**src/rtl/yuv_raster_parser.sv**
```systemverilog
// Tags each byte of a planar YUV 4:2:0 stream with plane, x/y position and frame/line markers.
// One cycle of latency. Frames repeat Y -> U -> V back to back, and frame_cnt counts completed frames.
module yuv_raster_parser #(
    parameter int FRAME_W = 352,
    parameter int FRAME_H = 288,
    parameter int CW      = 9
) (
    input  logic          clk,
    input  logic          rst,
    input  logic          in_valid,
    input  logic [7:0]    in_data,
    input  logic          resync,
    output logic          pix_valid,
    output logic [7:0]    pix_data,
    output logic [1:0]    pix_plane,
    output logic [CW-1:0] pix_x,
    output logic [CW-1:0] pix_y,
    output logic          pix_sof,
    output logic          pix_eol,
    output logic          pix_eof,
    output logic [15:0]   frame_cnt
);

    localparam logic [1:0] PLANE_Y = 2'd0;
    localparam logic [1:0] PLANE_U = 2'd1;
    localparam logic [1:0] PLANE_V = 2'd2;

    localparam logic [CW-1:0] Y_LAST_X = CW'(FRAME_W - 1);
    localparam logic [CW-1:0] Y_LAST_Y = CW'(FRAME_H - 1);
    localparam logic [CW-1:0] C_LAST_X = CW'(FRAME_W / 2 - 1);
    localparam logic [CW-1:0] C_LAST_Y = CW'(FRAME_H / 2 - 1);

    logic [1:0]    plane_reg;
    logic [CW-1:0] x_reg;
    logic [CW-1:0] y_reg;
    logic          resync_pending_reg;
    logic [15:0]   frame_cnt_reg;

    logic          start_frame;
    logic [1:0]    cur_plane;
    logic [CW-1:0] cur_x;
    logic [CW-1:0] cur_y;
    logic [CW-1:0] last_x;
    logic [CW-1:0] last_y;
    logic          row_end;
    logic          plane_end;
    logic          frame_end;
    logic          sof_next;
    logic [1:0]    plane_next;
    logic [CW-1:0] x_next;
    logic [CW-1:0] y_next;

    // A pending or coincident resync overrides the stored position with Y,0,0.
    always_comb begin
        start_frame = resync | resync_pending_reg;
        cur_plane   = start_frame ? PLANE_Y : plane_reg;
        cur_x       = start_frame ? '0 : x_reg;
        cur_y       = start_frame ? '0 : y_reg;

        last_x = (cur_plane == PLANE_Y) ? Y_LAST_X : C_LAST_X;
        last_y = (cur_plane == PLANE_Y) ? Y_LAST_Y : C_LAST_Y;

        row_end   = (cur_x == last_x);
        plane_end = row_end && (cur_y == last_y);
        frame_end = plane_end && (cur_plane == PLANE_V);
        sof_next  = (cur_plane == PLANE_Y) && (cur_x == '0) && (cur_y == '0);

        plane_next = cur_plane;
        if (plane_end) begin
            case (cur_plane)
                PLANE_Y: plane_next = PLANE_U;
                PLANE_U: plane_next = PLANE_V;
                default: plane_next = PLANE_Y;
            endcase
        end

        x_next = row_end ? '0 : cur_x + 1'b1;
        y_next = cur_y;
        if (row_end) begin
            y_next = plane_end ? '0 : cur_y + 1'b1;
        end
    end

    always_ff @(posedge clk or posedge rst) begin
        if (rst) begin
            plane_reg          <= PLANE_Y;
            x_reg              <= '0;
            y_reg              <= '0;
            resync_pending_reg <= 1'b0;
            frame_cnt_reg      <= '0;
            pix_valid          <= 1'b0;
            pix_data           <= '0;
            pix_plane          <= '0;
            pix_x              <= '0;
            pix_y              <= '0;
            pix_sof            <= 1'b0;
            pix_eol            <= 1'b0;
            pix_eof            <= 1'b0;
        end else if (in_valid) begin
            plane_reg          <= plane_next;
            x_reg              <= x_next;
            y_reg              <= y_next;
            resync_pending_reg <= 1'b0;
            if (frame_end) begin
                frame_cnt_reg <= frame_cnt_reg + 16'd1;
            end
            pix_valid <= 1'b1;
            pix_data  <= in_data;
            pix_plane <= cur_plane;
            pix_x     <= cur_x;
            pix_y     <= cur_y;
            pix_sof   <= sof_next;
            pix_eol   <= row_end;
            pix_eof   <= frame_end;
        end else begin
            // Idle cycle: position holds, tags hold, markers drop.
            resync_pending_reg <= resync_pending_reg | resync;
            pix_valid          <= 1'b0;
            pix_sof            <= 1'b0;
            pix_eol            <= 1'b0;
            pix_eof            <= 1'b0;
        end
    end

    assign frame_cnt = frame_cnt_reg;

endmodule

```
**config.mk**
```make
export PLATFORM = sky130hd
export DESIGN_NAME = yuv_raster_parser
export DESIGN_NICKNAME = d
export VERILOG_FILES = /design/src/rtl/yuv_raster_parser.sv
export SDC_FILE = /design/constraint.sdc
export NUM_CORES = 1
export LEC_CHECK = 0
export CAP_MARGIN = 5
export CORE_AREA = 2 2 84 86
export DETAILED_ROUTE_END_ITERATION = 16
export DIE_AREA = 0 0 86 88
export HOLD_SLACK_MARGIN = 0.03
export PLACE_DENSITY = 0.74
export SLEW_MARGIN = 15
export SYNTH_ARGS = -nofsm -noshare
export SYNTH_HDL_FRONTEND = slang
export SYNTH_SLANG_ARGS = --single-unit
export TNS_END_PERCENT = 100
```
**constraint.sdc**
```tcl
create_clock -name clk -period 4.15 [get_ports clk]
set_input_delay 1.0375 -clock clk [delete_from_list [all_inputs] [get_ports clk]]
set_output_delay 1.0375 -clock clk [all_outputs]
set_load 0.005 [all_outputs]
```
# Yosys cells after proc, flatten, opt, wreduce, memory -nomap -nowiden
# Cells that the tools add are included.
# W data, S select, Z words.
[totals]
input_bits = 12
reg_bits = 69
out_inout_bits = 48
[op_classes]
add_sub_neg = 3
reduce_logical = 8
n_eq_ne = 4
mux = 15
bitwise = 1
[ops]
columns = ["op", "n"]
rows = [
  ["$mux W9", 7],
  ["$add A9 B1 Y9 const B", 2],
  ["$eq A9 B9 Y1", 2],
  ["$logic_not A9 Y1", 2],
  ["$add A16 B1 Y16 const B", 1],
  ["$mux W1", 5],
  ["$logic_and A1 B1 Y1", 4],
  ["$mux W2", 2],
  ["$pmux W2 S2", 1],
  ["$eq A2 B1 Y1 const B", 1],
  ["$eq A2 B2 Y1 const B", 1],
  ["$logic_not A2 Y1", 1],
  ["$reduce_and A2 Y1", 1],
  ["$or A1 B1 Y1", 1],
]

# Logic depth before layout (Yosys ltp)
# Gate-level depths: netlist (run 1).
[logic_depth]
depth_word = 8
mapped_depth = 11
ltp_nobuf = 9

# Worst setup path before layout (run 1)
# OpenSTA, ideal clock, no wires.
[synth_path]
kind = "input-to-reg"
start = "in resync"
end = "reg frame_cnt_reg[9], in the netlist frame_cnt[9]"
path_buffers = 2
path_slack_ns = 1.002
t_arrival_ns = 3.024
stages = 11
required_ns = 4.026
setup_ns = 0.124
path_cell_list = "nor2_1 > clkbuf_1 > nand2_1 > inv_1 > ha_1 > and2_1 > nand4_1 > a2111oi_4 > buf_6 > nand4_1 > xnor2_1"
[synth_via]
elab_cells_between_ends = 13
[synth_rtl]
columns = ["item", "line_no", "source"]
rows = [
  ["from (decl)", "12", "input logic resync,"],
  ["$or A1 B1 Y1", "55", "start_frame = resync | resync_pending_reg;"],
  ["$mux W9", "58", "cur_y = start_frame ? '0 : y_reg;"],
  ["net cur_y[0]", "42", "logic [CW-1:0] cur_y;"],
  ["$eq A9 B9 Y1", "64", "plane_end = row_end && (cur_y == last_y);"],
  ["$logic_and A1 B1 Y1", "64", ""],
  ["$logic_and A1 B1 Y1", "65", "frame_end = plane_end && (cur_plane == PLANE_V);"],
  ["$reduce_and A2 Y1 (no source line)", "n/a", ""],
  ["to (signal assigned)", "105", "frame_cnt_reg <= frame_cnt_reg + 16'd1;"],
  ["to (decl)", "37", "logic [15:0] frame_cnt_reg;"],
]
# The timed path passes the listed nets, and every way through them passes these cells.
# A chain may end at the register's enable or synchronous reset.

# Worst setup path after layout (run 1)
[layout_path]
start = "in resync"
end = "reg frame_cnt_reg[1], in the netlist frame_cnt[1]"
# The elaborated chain is that of the path after synthesis.

==> impl_metrics.py, run 1 <==
metrics = {
    "place": {
        "place_hpwl_mm": 4.82,
        "port-buffer-count": 59,
        "dp_cells": 447,
        "placed_cell_area_um2": 4000,
        "place.gp.congestion": 0.858,
        "dp_worst_setup_slack_ns": 0.378,
    },
    "sta": {
        "fmax_ghz": 0.292,
        "fin_crit_sh_pct": 82.5,
        "hold_viol_final": 0,
        "tns_ns": 0,
        "slew_headroom_pct": 44.6,
        "fin_ws_ns": 0.727,
        "finalMaxSlewViolations": 0,
        "setup_viol": 0,
        "period_needed_ns": 3.42,
        "fin_skew_ns": 0.0113,
        "tightest_slew_ns": 0.832,
        "grt_setup_unrepaired": "false",
    },
    "worst_setup_path": {
        "arrival_ns": 3.66,
        "critPathLaunch": "resync",
        "crit_path_max_incr_delay_ns": 0.50,
        "worst_path_max_delay_cell": "clkdlybuf4s50_1",
        "cp-end-kind": "flip-flop",
        "crit_fanout": 12,
        "r2r-start": "resync_pending_reg",
        "worstSetupPathType": "in2reg",
        "critPathLaunchType": "input pin",
        "cp_data_required_time_ns": 4.39,
        "path_cells": "clkdlybuf4s50_1 -> nor2_1 -> nand2_1 -> inv_1 -> ha_1 -> and2_1 -> nand4_1 -> a2111oi_4 -> buf_4 -> mux2_2",
    },
    "synth": {
        "ys_types": 48,
        "async_flop_share_pct": 100,
        "synth_edf_count": 0,
        "ys_seq_area_share_pct": 51.7,
        "syn_inst": 318,
        "synth_area_per_cell_um2": 10.5,
        "syn_area_um2": 3340,
        "yosysWarningCount": 0,
        "ys_ff_latch": 69,
        "syn_nets": 335,
        "ys.flop_type": "dfrtp_1",
    },
    "cells_and_area": {
        "stdcell_count": 463,
        "layout.cell_area.non_filler_um2": 4210,
        "final_common_cell": "dfrtp_1",
        "final_cell_mix": "dfrtp_1 (69), clkdlybuf4s50_1 (58), nand2_1 (33)",
        "fillers": 557,
        "area_growth_syn_to_layout_pct": 26.0,
        "largest_reg_flops": 16,
        "nNetsFinal": 395,
        "diodes": 0,
        "layout-drive-gt1-share_pct": 13.1,
    },
    "cts": {
        "cts_setup_buffers": 0,
        "cts_tree": "yes",
        "clkTransAtPathRegs_ns": 0.08,
        "root_buffer": "clkbuf_8",
        "hold_buffers": 0,
        "htreeDepth": 3,
        "cts.sinks": 69,
        "cts.path.max_buffers": 2,
        "cts_buffers": 9,
        "cts.repair.resized": 0,
        "clock_latency_ns": 0.35,
    },
    "power_and_ir_drop": {
        "p_leak_nw": 1.87,
        "swShare_pct": 22.3,
        "p_seq_share_pct": 50.5,
        "irDropWorstVdd_mv": 0.205,
        "p_int_mw": 1.07,
        "p_comb_share_pct": 7.2,
        "p_clk_share_pct": 42.3,
        "p_sw_mw": 0.306,
        "power.density_nw_per_um2": 327,
    },
    "die": {
        "die_h_um": 88,
        "rows": 30,
        "start_util_pct": 50.3,
        "dieWidth_um": 86,
        "die_area_um2": 7570,
        "core_area_um2": 6640,
        "pin_count": 60,
    },
    "flow_run": {
        "drv_cap": 0,
    },
    "routing": {
        "drt_wl_total_mm": 7.05,
        "top_layer": "met4",
        "m1WireLength_mm": 3.33,
        "wl_per_cell_um": 15.2,
        "drt_iter0_markers": 249,
        "ant_nets": 0,
        "met2_length_mm": 3.26,
        "firstDrtPassIters": 4,
        "drt-vias-per-instance": 5.74,
        "route.met3.wl_um": 392,
        "drc_errors": 0,
        "via_count": 2656,
    },
    "status": {
        "status": "finished clean",
    },
    "global_route": {
        "grt_pass1_vias": 2677,
        "overflow": 0,
        "grt_first_pass_wirelength_mm": 12.5,
        "grt_max_degree": 70,
        "antenna_found_initial": 0,
        "gr-usage-all-layers_pct": 21.0,
    },
    "hold_path": {
        "hold_path_class": "reg2reg",
        "hp-start": "frame_cnt[15]",
    },
}
==> path summary, 6_finish.rpt <==
| path | to | slack, ns | depth (start not counted) |
|---|---|---|---|
| worst min-delay path | frame_cnt[15] | 0.48 | 1 |
| worst max-delay path | frame_cnt[1] | 0.73 | 10 |
| worst max register to register | frame_cnt[1] | 1.52 | 9 |
| worst min register to register | frame_cnt[15] | 0.48 | 1 |
| min in group asynchronous | frame_cnt[2] | 1.25 | 3 |
| max in group asynchronous | x_reg[0] | 2.35 | 3 |
==> per-stage QoR <==
| stage | hold slack [ns] | total power [mW] | util, % |
|---|---|---|---|
| 2_1_floorplan | 0.468 | 0.759 | - |
| 6_report | 0.480 | 1.38 | 63.4 |
| 3_3_place_gp | 0.464 | 0.806 | 60.1 |
| 4_1_cts | 0.485 | 1.40 | 63.4 |
| 5_1_grt | 0.509 | 1.44 | 63.4 |
| 3_5_place_dp | 0.467 | 0.809 | 60.1 |
==> synth_stat cells (all sizes together), types with 2 or more instances <==
cell / count / area (µm²)
a32o: 3 / 30.0
and2: 4 / 25.0
nor3: 4 / 20.0
and4: 2 / 17.5
and3: 8 / 50.1
o31ai: 3 / 22.5
a22o: 3 / 26.3
a2111oi: 2 / 42.5
nand2: 33 / 124
o21ai: 9 / 45.0
mux2: 15 / 169
nand4b: 3 / 26.3
nor2b: 5 / 31.3
o22ai: 10 / 62.6
nor2: 16 / 60.1
buf: 7 / 42.5
mux2i: 4 / 40.0
nand3: 10 / 50.1
nand4: 14 / 87.6
dfrtp: 69 / 1730
clkbuf: 9 / 33.8
ha: 5 / 62.6
inv: 21 / 78.8
a21o: 7 / 52.6
nor4: 3 / 18.8
xor2: 4 / 35.0
xnor2: 11 / 96.3
a21oi: 8 / 40.0
a31o: 5 / 43.8
a31oi: 5 / 31.3
nor3b: 2 / 15.0
==> metal layers <==
layer / vias to the layer above / global-route usage, %
met5: - / 0
met4: 0 / 10.2
met3: 5 / 3.30
met2: 93 / 33.1
met1: 1293 / 28.4
li1: 1265 / -
==> critical path, delay by kind of cell <==
family	cells	cell delay [ns]
and+or+nand+nor	4	0.85
buffers and inverters	3	0.83
AOI/OAI and AO/OA	1	0.37
muxes	1	0.34
adders and majority gates	1	0.23
==> power groups by stage <==
| stage | registers, mW | clock network (mW) | logic [mW] |
|---|---|---|---|
| final | 0.695 | 0.582 | 0.0984 |
| after floorplan | 0.708 | 0 | 0.0513 |
| after global routing | 0.697 | 0.634 | 0.110 |
| after global placement | 0.707 | 0 | 0.0981 |
| after detailed placement | 0.708 | 0 | 0.100 |
| after CTS | 0.695 | 0.601 | 0.101 |
==> layout make-up <==
| class | instances | area [µm²] | share of cell area (%) |
|---|---|---|---|
| Multi-Input combinational cell | 212 | 1460 | 34.7 |
| Clock buffer | 9 | 124 | 2.94 |
| Timing Repair Buffer | 65 | 631 | 15.0 |
| Inverter | 21 | 78.8 | 1.87 |
| Tap cell | 80 | 100 | 2.38 |
| Sequential cell | 69 | 1730 | 41.0 |
| Clock inverter | 7 | 90.1 | 2.14 |
==> cells by family after synthesis <==
logic type / count (synthesis) / share of synthesized area [%]
and+or+nand+nor: 111 / 17.6
DFF: 69 / 51.7
AOI/OAI and AO/OA: 62 / 14.0
buffers and inverters: 37 / 4.64
muxes: 19 / 6.25
xor gates and xnor gates: 15 / 3.93
adders and majority gates: 5 / 1.87
Note: power is estimated with default switching activity, not from simulation.
==> run 2: changes to the inputs <==
clock period = 3.3 ns   (was 4.15 ns; I/O delays follow)
==> impl_metrics.py, run 2 (synthesis results as in run 1) <==
metrics = {
    "cts": {
        "cts_setup_buffers": 0,
        "cts_tree": "yes",
        "cts_buffers": 9,
        "cts.repair.resized": 0,
        "cts.sinks": 69,
        "clkTransAtPathRegs_ns": 0.07,
        "clock_latency_ns": 0.35,
        "cts.path.max_buffers": 2,
        "root_buffer": "clkbuf_8",
        "htreeDepth": 3,
        "hold_buffers": 0,
    },
    "worst_setup_path": {
        "r2r.worst_path.cells": 9,
        "crit_fanout": 12,
        "cp-end-kind": "flip-flop",
        "cp_data_required_time_ns": 3.54,
        "critPathLaunchType": "input pin",
        "worstSetupPathType": "in2reg",
        "arrival_ns": 3.14,
    },
    "routing": {
        "drt-vias-per-instance": 5.67,
        "drt_wl_total_mm": 7.43,
        "drc_errors": 0,
        "wl_per_cell_um": 15.8,
        "via_count": 2669,
        "ant_nets": 0,
        "drt_iter0_markers": 314,
        "firstDrtPassIters": 5,
    },
    "die": {
        "start_util_pct": 50.3,
        "dieWidth_um": 86,
        "die_h_um": 88,
        "pin_count": 60,
        "core_area_um2": 6640,
        "rows": 30,
        "die_area_um2": 7570,
    },
    "sta": {
        "tightest_slew_ns": 0.495,
        "hold_viol_final": 0,
        "finalMaxSlewViolations": 0,
        "slew_headroom_pct": 67.0,
        "grt_setup_unrepaired": "false",
        "fin_skew_ns": 0.00882,
        "fin_crit_sh_pct": 88.1,
        "tns_ns": 0,
        "fmax_ghz": 0.344,
        "setup_viol": 0,
        "period_needed_ns": 2.91,
    },
    "hold_path": {
        "worstHoldPathCells": 1,
        "hold_path_class": "reg2reg",
    },
    "power_and_ir_drop": {
        "irDropWorstVdd_mv": 0.213,
        "p_comb_share_pct": 8.0,
        "p_sw_mw": 0.375,
        "p_leak_nw": 1.90,
        "power.density_nw_per_um2": 375,
        "swShare_pct": 23.6,
        "p_seq_share_pct": 55.0,
        "p_int_mw": 1.21,
        "p_clk_share_pct": 36.9,
    },
    "cells_and_area": {
        "layout.cell_area.non_filler_um2": 4230,
        "final_common_cell": "dfrtp_1",
        "final_cell_mix": "dfrtp_1 (69), clkdlybuf4s50_1 (58), nand2_1 (33)",
        "diodes": 0,
        "layout-drive-gt1-share_pct": 14.1,
        "largest_reg_flops": 16,
        "area_growth_syn_to_layout_pct": 26.7,
        "nNetsFinal": 404,
    },
    "status": {
        "status": "finished clean",
    },
    "global_route": {
        "grt_first_pass_wirelength_mm": 12.7,
        "gr-usage-all-layers_pct": 21.9,
        "grt_pass1_vias": 2567,
        "grt_max_degree": 70,
        "overflow": 0,
        "antenna_found_initial": 0,
    },
    "place": {
        "place_hpwl_mm": 5.04,
        "place.gp.congestion": 0.858,
        "port-buffer-count": 59,
        "placed_cell_area_um2": 4080,
    },
    "flow_run": {
        "drv_cap": 0,
    },
}
[run 2: changes by cell type in the layout (fill, tap and decap cells not counted)]
cell,before,now
buf_12,0,1
clkinvlp_4,2,0
bufinv_16,2,0
clkbuf_8,9,10
clkbuf_1,0,3
clkinv_2,3,2
buf_4,6,14
[run 2: worst max-delay path: stages]
cell             delay (ns)
clkdlybuf4s50_1        0.42
nor2_1                 0.23
nand2_1                0.12
inv_1                  0.08
ha_1                   0.16
and2_1                 0.17
nand4_1                0.19
a2111oi_4              0.36
buf_4                  0.24
mux2_2                 0.35
[run 2: path summary, 6_finish.rpt]
check,from,slack (ns),to
setup reg to reg,resync_pending_reg,0.84,frame_cnt[1]
setup / recovery,resync,0.39,frame_cnt[1]
max in group asynchronous,rst,2.14,resync_pending_reg
min in group asynchronous,rst,0.85,frame_cnt[5]
hold / removal,frame_cnt[15],0.48,frame_cnt[15]
hold reg to reg,frame_cnt[15],0.48,frame_cnt[15]
[run 2: area by class of cell]
class | count | area, µm²
clock buffers | 13 | 149
clock inverters | 2 | 10.0
fillers | 551 | 2410
inverters | 21 | 78.8
multi-input cells | 212 | 1460
flip-flops and latches | 69 | 1730
well taps | 80 | 100
repair buffers | 74 | 711
[run 2: metal layers]
layer	GRT usage, %	vias up	part of all wire [%]
met4	7.65	0	1.9
met5	0	-	0
met1	30.5	1278	47
met2	32.4	94	45
li1	-	1284	-
met3	6.79	13	5.9
[run 2: metrics by stage]
step	setup slack, ns	utilization, %	instances	hold slack (ns)	power, mW
2_1_floorplan	0.365	-	318	0.468	0.955
4_1_cts	0.395	63.7	471	0.486	1.61
5_1_grt	0.213	63.7	471	0.511	1.67
6_report	0.392	63.7	471	0.476	1.59
3_5_place_dp	0.0309	61.3	456	0.462	1.02
3_3_place_gp	0.0714	61.3	456	0.466	1.02
[run 2: power by group through the flow]
stage / Sequential (mW) / Clock (mW) / Combinational (mW)
floorplan: 0.891 / 0 / 0.0645
global placement: 0.890 / 0 / 0.128
detailed placement: 0.891 / 0 / 0.130
CTS: 0.875 / 0.605 / 0.130
global route: 0.877 / 0.646 / 0.142
finish: 0.875 / 0.587 / 0.128
